## src/rtl/bist_misr.sv

```systemverilog
// bist_misr: MISR response compactor with IDLE/RUN/DONE control and golden-signature compare.
// Define BIST_MISR_SIG_OUT_EN to expose the raw signature register on signature_o.
module bist_misr #(
    parameter int              WIDTH  = 3,
    parameter logic [WIDTH-1:0] POLY   = 3'b101,
    parameter logic [WIDTH-1:0] SEED   = '1,
    parameter int              LENGTH = 7,
    parameter logic [WIDTH-1:0] GOLDEN = '0
) (
    input  logic             clk_i,
    input  logic             rst_ni,
    input  logic             start_i,
    input  logic             abort_i,
    input  logic             valid_i,
    input  logic [WIDTH-1:0] resp_i,
    output logic             busy_o,
    output logic             done_o,
    output logic             pass_o
`ifdef BIST_MISR_SIG_OUT_EN
   ,output logic [WIDTH-1:0] signature_o
`endif
);
    localparam int CW = $clog2(LENGTH + 1);
    localparam logic [1:0] IDLE = 2'd0;
    localparam logic [1:0] RUN  = 2'd1;
    localparam logic [1:0] DONE = 2'd2;

    logic [1:0]       state_q, state_d;
    logic [WIDTH-1:0] sig_q, sig_d, upd;
    logic [CW-1:0]    cnt_q, cnt_d;
    logic             pass_q, pass_d;

    // Shift up, fold in the response, and apply the feedback taps when the MSB falls out.
    assign upd = {sig_q[WIDTH-2:0], 1'b0} ^ resp_i
               ^ (sig_q[WIDTH-1] ? {POLY[WIDTH-1:1], 1'b1} : '0);

    always_comb begin
        state_d = state_q;
        sig_d   = sig_q;
        cnt_d   = cnt_q;
        pass_d  = pass_q;
        case (state_q)
            IDLE, DONE: if (start_i) begin
                state_d = RUN;
                sig_d   = SEED;
                cnt_d   = '0;
                pass_d  = 1'b0;
            end
            RUN: if (abort_i) begin
                state_d = IDLE;
                sig_d   = SEED;
                cnt_d   = '0;
                pass_d  = 1'b0;
            end else if (valid_i) begin
                sig_d = upd;
                if (cnt_q == CW'(LENGTH - 1)) begin
                    state_d = DONE;
                    pass_d  = upd == GOLDEN;
                end else begin
                    cnt_d = cnt_q + CW'(1);
                end
            end
            default: state_d = IDLE;
        endcase
    end

    always_ff @(posedge clk_i or negedge rst_ni) begin
        if (!rst_ni) begin
            state_q <= IDLE;
            sig_q   <= SEED;
            cnt_q   <= '0;
            pass_q  <= 1'b0;
        end else begin
            state_q <= state_d;
            sig_q   <= sig_d;
            cnt_q   <= cnt_d;
            pass_q  <= pass_d;
        end
    end

    assign busy_o = state_q == RUN;
    assign done_o = state_q == DONE;
    assign pass_o = pass_q;
`ifdef BIST_MISR_SIG_OUT_EN
    assign signature_o = sig_q;
`endif
endmodule

```

## config.mk

```make
export PLATFORM = sky130hd
export DESIGN_NAME = bist_misr
export DESIGN_NICKNAME = d
export VERILOG_FILES = /design/src/rtl/bist_misr.sv
export SDC_FILE = /design/constraint.sdc
export NUM_CORES = 1
export LEC_CHECK = 0
export CORE_UTILIZATION = 35
export DETAILED_ROUTE_END_ITERATION = 8
export GPL_TIMING_DRIVEN = 0
export SLEW_MARGIN = 25
export SYNTH_ARGS = -nofsm -noshare
export SYNTH_HDL_FRONTEND = slang
export SYNTH_SLANG_ARGS = --single-unit
```

## constraint.sdc

```tcl
create_clock -name clk_i -period 2.3 [get_ports clk_i]
set_input_delay 0.46 -clock clk_i [delete_from_list [all_inputs] [get_ports clk_i]]
set_output_delay 0.46 -clock clk_i [all_outputs]
set_load 0.005 [all_outputs]
```

# == Word-level counts from Yosys, hierarchy flattened ==
# Index checks and enable logic that the tools add are counted.
# word_totals
in_bits,8
ff_bits,9
output_inout_bits,3
elab_cells,42
# op_classes
n_mux,20
reduce_logical,8
add_sub_neg,1
n_bitwise,2
eq_ne,7
# op_table
op,n
3-bit 2-to-1 mux,8
3-bit case mux with 2 select lines,2
2-bit 2-to-1 mux,4
4-bit AND reduction,2
3-bit != test (second input constant),2
3-bit AND reduction,2
3-bit XOR,2
1-bit 2-to-1 mux,4
2-bit case mux with 2 select lines,1
3-bit by 1-bit adder with 3-bit output (second input constant),1
3-bit equality test (second input constant),1
3-bit logical NOT,1
3-bit by 2-bit != test with 1-bit output (second input constant),1
2-bit by 1-bit equality test with 1-bit output (second input constant),1
2-bit equality test (second input constant),1
2-bit logical NOT,1
2-bit != test (second input constant),1
1-bit case mux with 2 select lines,1
2-bit nonzero test,1
2-bit OR reduction,1

# == Depth between registers and ports, before layout ==
# Gate-level depths: netlist of the first run.
# logic_depth
ltp_word,7
mapped_depth,6
depth_no_buf,6

# == Worst setup path before layout of the first run ==
# No wires, ideal clock.
# synth_path
path_type,input to register
startpoint,input port abort_i
endpoint,register cnt_q[2]
n_path_buf,1
t_arrival_ns,1.153
cell_stages,5
setup_time_ns,0.121
slack_ns,1.026
t_required_ns,2.179
cell_sequence,or2_1 a21o_1 buf_6 a21oi_1 a21oi_1
# synth_between
elab_chain_cells,2
word_cells_on_any_way,5
cone_classes,eq/ne (2); mux (2); reduce/logical (1)
# synth_rtl
element,line_no,source
from (decl),13,"input logic abort_i,"
3-bit != test (no source line) / 3-bit 2-to-1 mux (equally long branches),-,
4-bit AND reduction (no source line) / 3-bit case mux with 2 select lines (equally long branches),-,
to (signal assigned),76,cnt_q <= cnt_d;
to (decl),30,"logic [CW-1:0] cnt_q, cnt_d;"
# Parallel ways exist; a longest one is shown, timed or not.
# A chain may end at the register's enable or synchronous reset.

# == Worst setup path after layout of the first run ==
# layout_path
startpoint,register state_q[0]
endpoint,output port done_o
# layout_between
elab_chain_cells,1
# layout_rtl
element,line_no,source
from (decl),28,"logic [1:0] state_q, state_d;"
from (signal assigned),74,state_q <= state_d;
2-bit equality test,82,assign done_o = state_q == DONE;
to (decl),17,"output logic done_o,"
# Every way passes these cells.

==> results of run 1 <==
-- sequential cells by signal, indices dropped and copies added, names as in the netlist --
name and flops:
sig_q 3, state_q 2, cnt_q 3, pass_o 1
-- stage by stage --
| step | hold slack, ps | power [µW] |
|---|---|---|
| 3_3_place_gp | 482 | 309 |
| 2_1_floorplan | 164 | 274 |
| 5_1_grt | 512 | 462 |
| 3_5_place_dp | 472 | 310 |
| 6_report | 488 | 433 |
| 4_1_cts | 495 | 442 |
-- cell type report --
| type | count | area [µm²] |
|---|---|---|
| buffer | 1 | 11.3 |
| sequential | 9 | 229 |
| clock buffer | 4 | 26.3 |
| multi-input combinational | 39 | 282 |
| tap | 15 | 18.8 |
| inverter | 2 | 7.51 |
| timing repair buffer | 10 | 100 |
| fill | 130 | 676 |
-- path summary, 6_finish.rpt --
| kind | slack, ps | cells after the start | from | to |
|---|---|---|---|---|
| max | 450 | 2 | state_q[0] | done_o |
| min | 490 | 1 | rst_ni | cnt_q[2] |
| max reg2reg | 950 | 4 | cnt_q[0] | pass_o |
| min reg2reg | 490 | 2 | pass_o | pass_o |
| max in group asynchronous | 1470 | 1 | rst_ni | sig_q[0] |
| min in group clk_i | 490 | 2 | pass_o | pass_o |
-- power groups by stage --
stage | registers (µW) | logic [µW] | clock network (µW)
floorplan | 195 | 79.4 | 0
detailed placement | 198 | 112 | 0
global route | 197 | 125 | 140
finish | 195 | 112 | 127
CTS | 195 | 113 | 133
global placement | 198 | 112 | 0
-- layout by cell type, fill, tap and decap left out --
cell type,instances
nor2b_4,1
clkdlybuf4s50_1,10
a21oi_1,5
nand3b_1,1
nand2_1,5
dfrtp_1,6
clkbuf_1,1
nand3_1,3
a31oi_1,1
ha_1,2
a21o_1,1
nor2_1,5
or2_1,1
o2bb2ai_1,3
xor2_1,1
nor3b_4,1
o41ai_2,1
or2b_1,1
dfstp_2,3
o21bai_1,1
and2b_2,2
a21o_2,1
buf_6,1
inv_1,2
clkbuf_4,3
xnor2_1,3
-- routing by layer --
metal / vias to the layer above / share of wire, % / track usage, %
met5: - / 0 / 0
met2: 10 / 41 / 19.1
met4: 0 / 3.4 / 12.5
met3: 5 / 5.2 / 4.89
li1: 206 / - / -
met1: 179 / 50 / 20.3
-- logic make-up after synthesis --
| kind of cell | count (synthesis) |
|---|---|
| adders and majority gates | 2 |
| AOI/OAI and AO/OA | 13 |
| xor gates and xnor gates | 4 |
| and+or+nand+nor | 20 |
| DFF | 9 |
| buffers and inverters | 3 |
-- worst max-delay path, delay by kind of cell, from the launching register on --
kind	cells	cell delay, ps
buffers and inverters	1	490
DFF	1	410
and+or+nand+nor	1	230
==> results.ini, run 1 <==
[logic_synthesis]
netlist_area_um2=529
synthFlopType=dfrtp_1
ys_warn_count=0
synth_cell_types=23
synth-xor-area-share_pct=6.62
synth_edf_count=0
synth_top_area_share_pct=28.4
postSynthAreaPerCell_um2=10.4
ys_seq_elements=9
yosys-top-cells-count=dfrtp_1, a21oi_1, nand2_1, nor2_1
yosys.area_share.simple_pct=23.4
yosysSeqAreaShare_pct=43.3
synth_top_cell_by_area=dfrtp_1
synthCells=51
synthMuxAreaShare_pct=0
synth_area_leaders=dfrtp_1, dfstp_2, o2bb2ai_1, xnor2_1, a21oi_1
syn-num-nets=61
synth-adder-area-share_pct=4.73
synth_top_family_by_area=simple AND/OR/NAND/NOR gates
synthArstFlopShare_pct=100
synth_compound_area_share_pct=18.4
yosysMostFrequentCell=dfrtp_1

[detailed_routing]
route.detailed.drc=0
wl_per_cell_um=12.4
via_per_inst=5.00
drt-initial-drc-count=10
dr_total_vias=400
firstDrtPassIters=4
drt-total-wl_um=995
ant_nets=0

[placement]
post-place-cells=76
place_area_um2=648
hpwl_um=715
gp_congestion=0.627
portBuffers=10
dp_slack_ps=462

[worst_setup_path]
cp_cell_sequence=and2b_2, clkdlybuf4s50_1
cp.arrival_ps=1390
critPathSlowestCell=clkdlybuf4s50_1
worstSetupStartpointType=flip-flop
endpoint_kind=output pin
cp.required_ps=1840
crit_fanout=4
critical_path.max_stage_delay_ps=490
crit_type=flip-flop to output pin

[sta]
worstMarginPinSlew_ps=428
slew-limit-headroom_pct=71.3
slew_violations=0
setup_ws_ps=449
finalHoldViolations=0
finalSetupTns_ps=0
finalWorstPathRequiredPeriod_ps=1850
setup_viol=0
rsz0062_at_grt=no
skew_ps=3.53
clock.fmax_mhz=540
fin_crit_sh_pct=80.5

[cts]
cts.htree.levels=1
cts.sink_count=9
cts_buffers=3
cts_tree=yes
cts_hold_buffers=0
cts_setup_buffers=0
clkLatencyLatePin_ps=270
root_buffer=clkbuf_4
clk_pin_slew_ps=60
cts_resized=0
clk_path_buf_depth=2

[grt]
grt_max_degree=11
first_global_vias=370
track_usage_pct=15.2
grt_antenna_before_repair=0
grt_pass1_wl_mm=1.54
overflow=0

[die]
dieArea_um2=1670
io-pin-count=11
core_um2=1350
rows=13
start_util_pct=39.2
die_w_um=40.9
die_h_um=40.9

[finish]
area_delta_synth_final_pct=27.4
diodes=0
finish.utilization_pct=50.0
final_cells=80
drive_above_1_share_pct=20.0
design_area_um2=674
fin_nets=76

[pwr]
clkPwrFrac_pct=29.3
p_int_uw=308
comb_power_share_pct=25.8
p_sw_share_pct=28.8
powerDensity_nw_per_um2=643
power.switching_uw=125
p_leak_uw=0.000287
seq_power_share_pct=45.0
peakVddDrop_mv=0.325

[worst_hold_path]
hold_class=primary input to async pin

[run_status]
status=finished, final reports clean

[run]
maxCapViolations=0

No activity file was read; power rests on OpenSTA's default activity.
==> run 2: changes to the inputs <==
Clock period 2.3 ns to 1.7 ns, I/O delays scaled along.
==> results.ini, run 2 (synthesis gave the netlist of run 1 again) <==
[worst_setup_path]
rr_worst_depth=4
endpoint_kind=output pin
cp.arrival_ps=1290
r2r_start=state_q[1]
crit_fanout=2
worstSetupStartpointType=flip-flop
crit_type=flip-flop to output pin
cp.required_ps=1360
r2r_end=pass_o
r2r_slack_ps=310

[sta]
slew_violations=0
rsz0062_at_grt=no
finalWorstPathRequiredPeriod_ps=1630
worst_hold_slack_ps=372
setup_viol=0
skew_ps=3.81
clock.fmax_mhz=615
slew-limit-headroom_pct=71.5
finalHoldViolations=0
finalSetupTns_ps=0
fin_crit_sh_pct=95.7
worstMarginPinSlew_ps=426

[finish]
drive_above_1_share_pct=23.9
layout_commonest_cell=clkdlybuf4s50_1
diodes=0
fillerInstances=130
area_delta_synth_final_pct=30.7
finish.utilization_pct=51.3
fin_nets=78
reg_top3=cnt_q x3, sig_q x3, state_q x2
mostFrequentLayoutCells=clkdlybuf4s50_1, nand2_1, a21oi_1, nor2_1, dfrtp_1

[grt]
grt_max_degree=11
grt_antenna_before_repair=0
first_global_vias=370
overflow=0
grt_pass1_wl_mm=1.55
track_usage_pct=15.3

[worst_hold_path]
hold_class=primary input to async pin

[detailed_routing]
via_per_inst=4.94
drt-total-wl_mm=1.02
drt-initial-drc-count=8
route.detailed.drc=0
dr_total_vias=405
wl_per_cell_um=12.5
ant_nets=0
firstDrtPassIters=4

[placement]
gp_congestion=0.627
portBuffers=10
hpwl_um=715

[cts]
cts_buffers=3
cts.sink_count=9
clk_path_buf_depth=2
cts_tree=yes
root_buffer=clkbuf_4
clk_pin_slew_ps=60
clkLatencyLatePin_ps=270
cts.htree.levels=1

[die]
rows=13
io-pin-count=11
die_h_um=40.9
start_util_pct=39.2
core_um2=1350
dieArea_um2=1670
die_w_um=40.9

[pwr]
powerDensity_nw_per_um2=854
p_leak_uw=0.000310
peakVddDrop_mv=0.440

[run_status]
status=finished, final reports clean

[run]
maxCapViolations=0

-- run 2: cell types whose count changed in the layout (fill, tap and decap cells not counted) --
cell / change
buf_4: +2
clkdlybuf4s50_1: -2
dfrtp_1: -1
dfrtp_2: +1
dlygate4sd2_1: +1
dlymetal6s2s_1: +1
-- run 2: cell type report --
class,instances,area (µm²),area share [%]
Inverter,2,7.51,1.08
Clock buffer,4,26.3,3.80
Multi-Input combinational cell,39,282,40.7
Timing Repair Buffer,12,116,16.8
Buffer,1,11.3,1.63
Tap cell,15,18.8,2.71
Sequential cell,9,230,33.3
-- run 2: worst max-delay path: stages, from the launching register on --
cell           delay, ps
dfrtp_2              430
buf_4                150
and2b_2              190
dlygate4sd2_1        260
-- run 2: what timing repair did --
| action | CTS | global route |
|---|---|---|
| gates cloned | 0 | 0 |
| hold buffers | 0 | 0 |
| setup endpoints to repair | 2 | 1 |
| gates resized for setup | 2 | 1 |
| setup buffers | 1 | 1 |
-- run 2: worst max path at each step --
stage	start	to	slack [ps]	depth (start not counted)
after CTS	state_q[0]	busy_o	1	2
after global routing	state_q[1]	done_o	30	3
final	state_q[1]	done_o	70	3
after detailed placement	abort_i	cnt_q[1]	-20	6
after global placement	abort_i	cnt_q[1]	-20	6
after floorplan	cnt_q[0]	pass_o	510	4
-- run 2: where the power goes --
part	internal (µW)	switching [µW]
sequential	245	18.2
clock	90.8	81.1
combinational	84.7	71.1
total	420	170
-- run 2: per-stage QoR --
stage          cell area [µm²]  cells  power, µW  setup WS (ps)
4_1_cts                    682     81        597           1.36
2_1_floorplan              529     51        371            507
5_1_grt                    692     82        629           27.2
3_3_place_gp               648     76        419          -21.3
6_report                   692     82        591           73.6
3_5_place_dp               648     76        420          -17.5
-- run 2: routing by layer --
layer,GRT usage (%),wire length [µm]
met4,12.5,34
met5,0,0
met3,4.89,54
met2,19.5,433
met1,20.3,502
==> run 3: changes to the inputs <==
Settings changed: CORE_MARGIN set to 2, CTS_CLUSTER_SIZE set to 12.
Clock period 1.7 ns to 2.1 ns, I/O delays scaled along.
==> results.ini, run 3 (synthesis gave the netlist of run 1 again) <==
[detailed_routing]
ant_nets=0
wl_per_cell_um=12.3
drt-total-wl_um=993
via_per_inst=4.90
firstDrtPassIters=2
drt-initial-drc-count=1
dr_total_vias=397
route.detailed.drc=0

[worst_setup_path]
r2r_end=pass_o
crit_type=flip-flop to output pin
worstSetupStartpointType=flip-flop
critPathBufInv=1
cp_top_family=buffers and inverters
crit_fanout=3
r2r_slack_ps=790
endpoint_kind=output pin
critPathSlowestCell=clkdlybuf4s50_1
cp.required_ps=1680
cp_cell_sequence=and2b_2, clkdlybuf4s50_1
critical_path.max_stage_delay_ps=490
r2r_start=cnt_q[0]
rr_worst_depth=4
cp.arrival_ps=1380

[finish]
layout_commonest_cell=clkdlybuf4s50_1
area_delta_synth_final_pct=27.7
diodes=0
final_cells=81
mostFrequentLayoutCells=clkdlybuf4s50_1, dfrtp_1, nand2_1, a21oi_1, nor2_1
drive_above_1_share_pct=20.0
finish.utilization_pct=46.5
fin_nets=76
reg_top3=cnt_q x3, sig_q x3, state_q x2

[placement]
gp_congestion=0.694
post-place-cells=77
hpwl_um=755
portBuffers=10

[cts]
cts.htree.levels=1
cts_resized=0
clk_pin_slew_ps=70
cts_tree=yes
clk_path_buf_depth=2
root_buffer=clkbuf_4
cts.sink_count=9
cts_buffers=3
cts_setup_buffers=0
clkLatencyLatePin_ps=260
cts_hold_buffers=0

[run_status]
status=finished, final reports clean

[sta]
slew-limit-headroom_pct=71.9
fin_crit_sh_pct=85.7
skew_ps=3.53
worst_hold_slack_ps=462
rsz0062_at_grt=no
clock.fmax_mhz=555
setup_viol=0
slew_violations=0
finalWorstPathRequiredPeriod_ps=1800
worstMarginPinSlew_ps=420
finalHoldViolations=0
finalSetupTns_ps=0

[pwr]
powerDensity_nw_per_um2=697
p_leak_uw=0.000287
peakVddDrop_mv=0.309

[grt]
track_usage_pct=12.8
grt_max_degree=11
overflow=0
grt_antenna_before_repair=0
first_global_vias=410
grt_pass1_wl_mm=1.70

[worst_hold_path]
hold_class=primary input to async pin

[die]
dieArea_um2=1840
die_h_um=42.9
die_w_um=42.9
io-pin-count=11
start_util_pct=36.4
rows=14
core_um2=1450

[run]
maxCapViolations=0

==> run 3: changes by cell type in the layout (fill, tap and decap cells not counted) <==
cell / previous run / this run
buf_4: 2 / 0
dfrtp_1: 5 / 6
clkdlybuf4s50_1: 8 / 10
dfrtp_2: 1 / 0
dlymetal6s2s_1: 1 / 0
dlygate4sd2_1: 1 / 0
==> run 3: cell type report <==
type	instances	area, µm²
Fill cell	142	778
Multi-Input combinational cell	39	282
Sequential cell	9	229
Timing Repair Buffer	10	100
Clock buffer	4	26.3
Tap cell	16	20.0
Buffer	1	11.3
Inverter	2	7.51
==> run 3: how the worst max path moves through the flow <==
| stage | cells past startpoint | start | end |
|---|---|---|---|
| floorplan | 5 | abort_i | cnt_q[2] |
| detailed placement | 6 | abort_i | cnt_q[2] |
| CTS | 2 | state_q[1] | done_o |
| global route | 2 | state_q[0] | done_o |
| finish | 2 | state_q[1] | done_o |
| global placement | 6 | abort_i | cnt_q[1] |
==> run 3: where the power goes <==
part | internal [µW] | leakage, µW | switching [µW]
logic | 65.6 | 0.000159 | 56.3
clock network | 73.2 | 0.0000150 | 61.7
registers | 198 | 0.000113 | 15.9
total | 337 | 0.000287 | 134
==> run 3: metrics by stage <==
stage	setup WS [ps]	area (µm²)	total power [µW]
6_report	300	676	471
5_1_grt	247	676	503
4_1_cts	287	676	478
3_5_place_dp	307	649	341
3_3_place_gp	310	649	340
2_1_floorplan	866	529	300
==> run 3: metal layers <==
metal | up-vias | GRT usage (%) | part of all wire [%]
met5 | - | 0 | 0
met4 | 0 | 3.75 | 1.0
met3 | 2 | 5.53 | 5.8
met2 | 9 | 19.4 | 45
met1 | 182 | 16.5 | 48
li1 | 204 | - | -
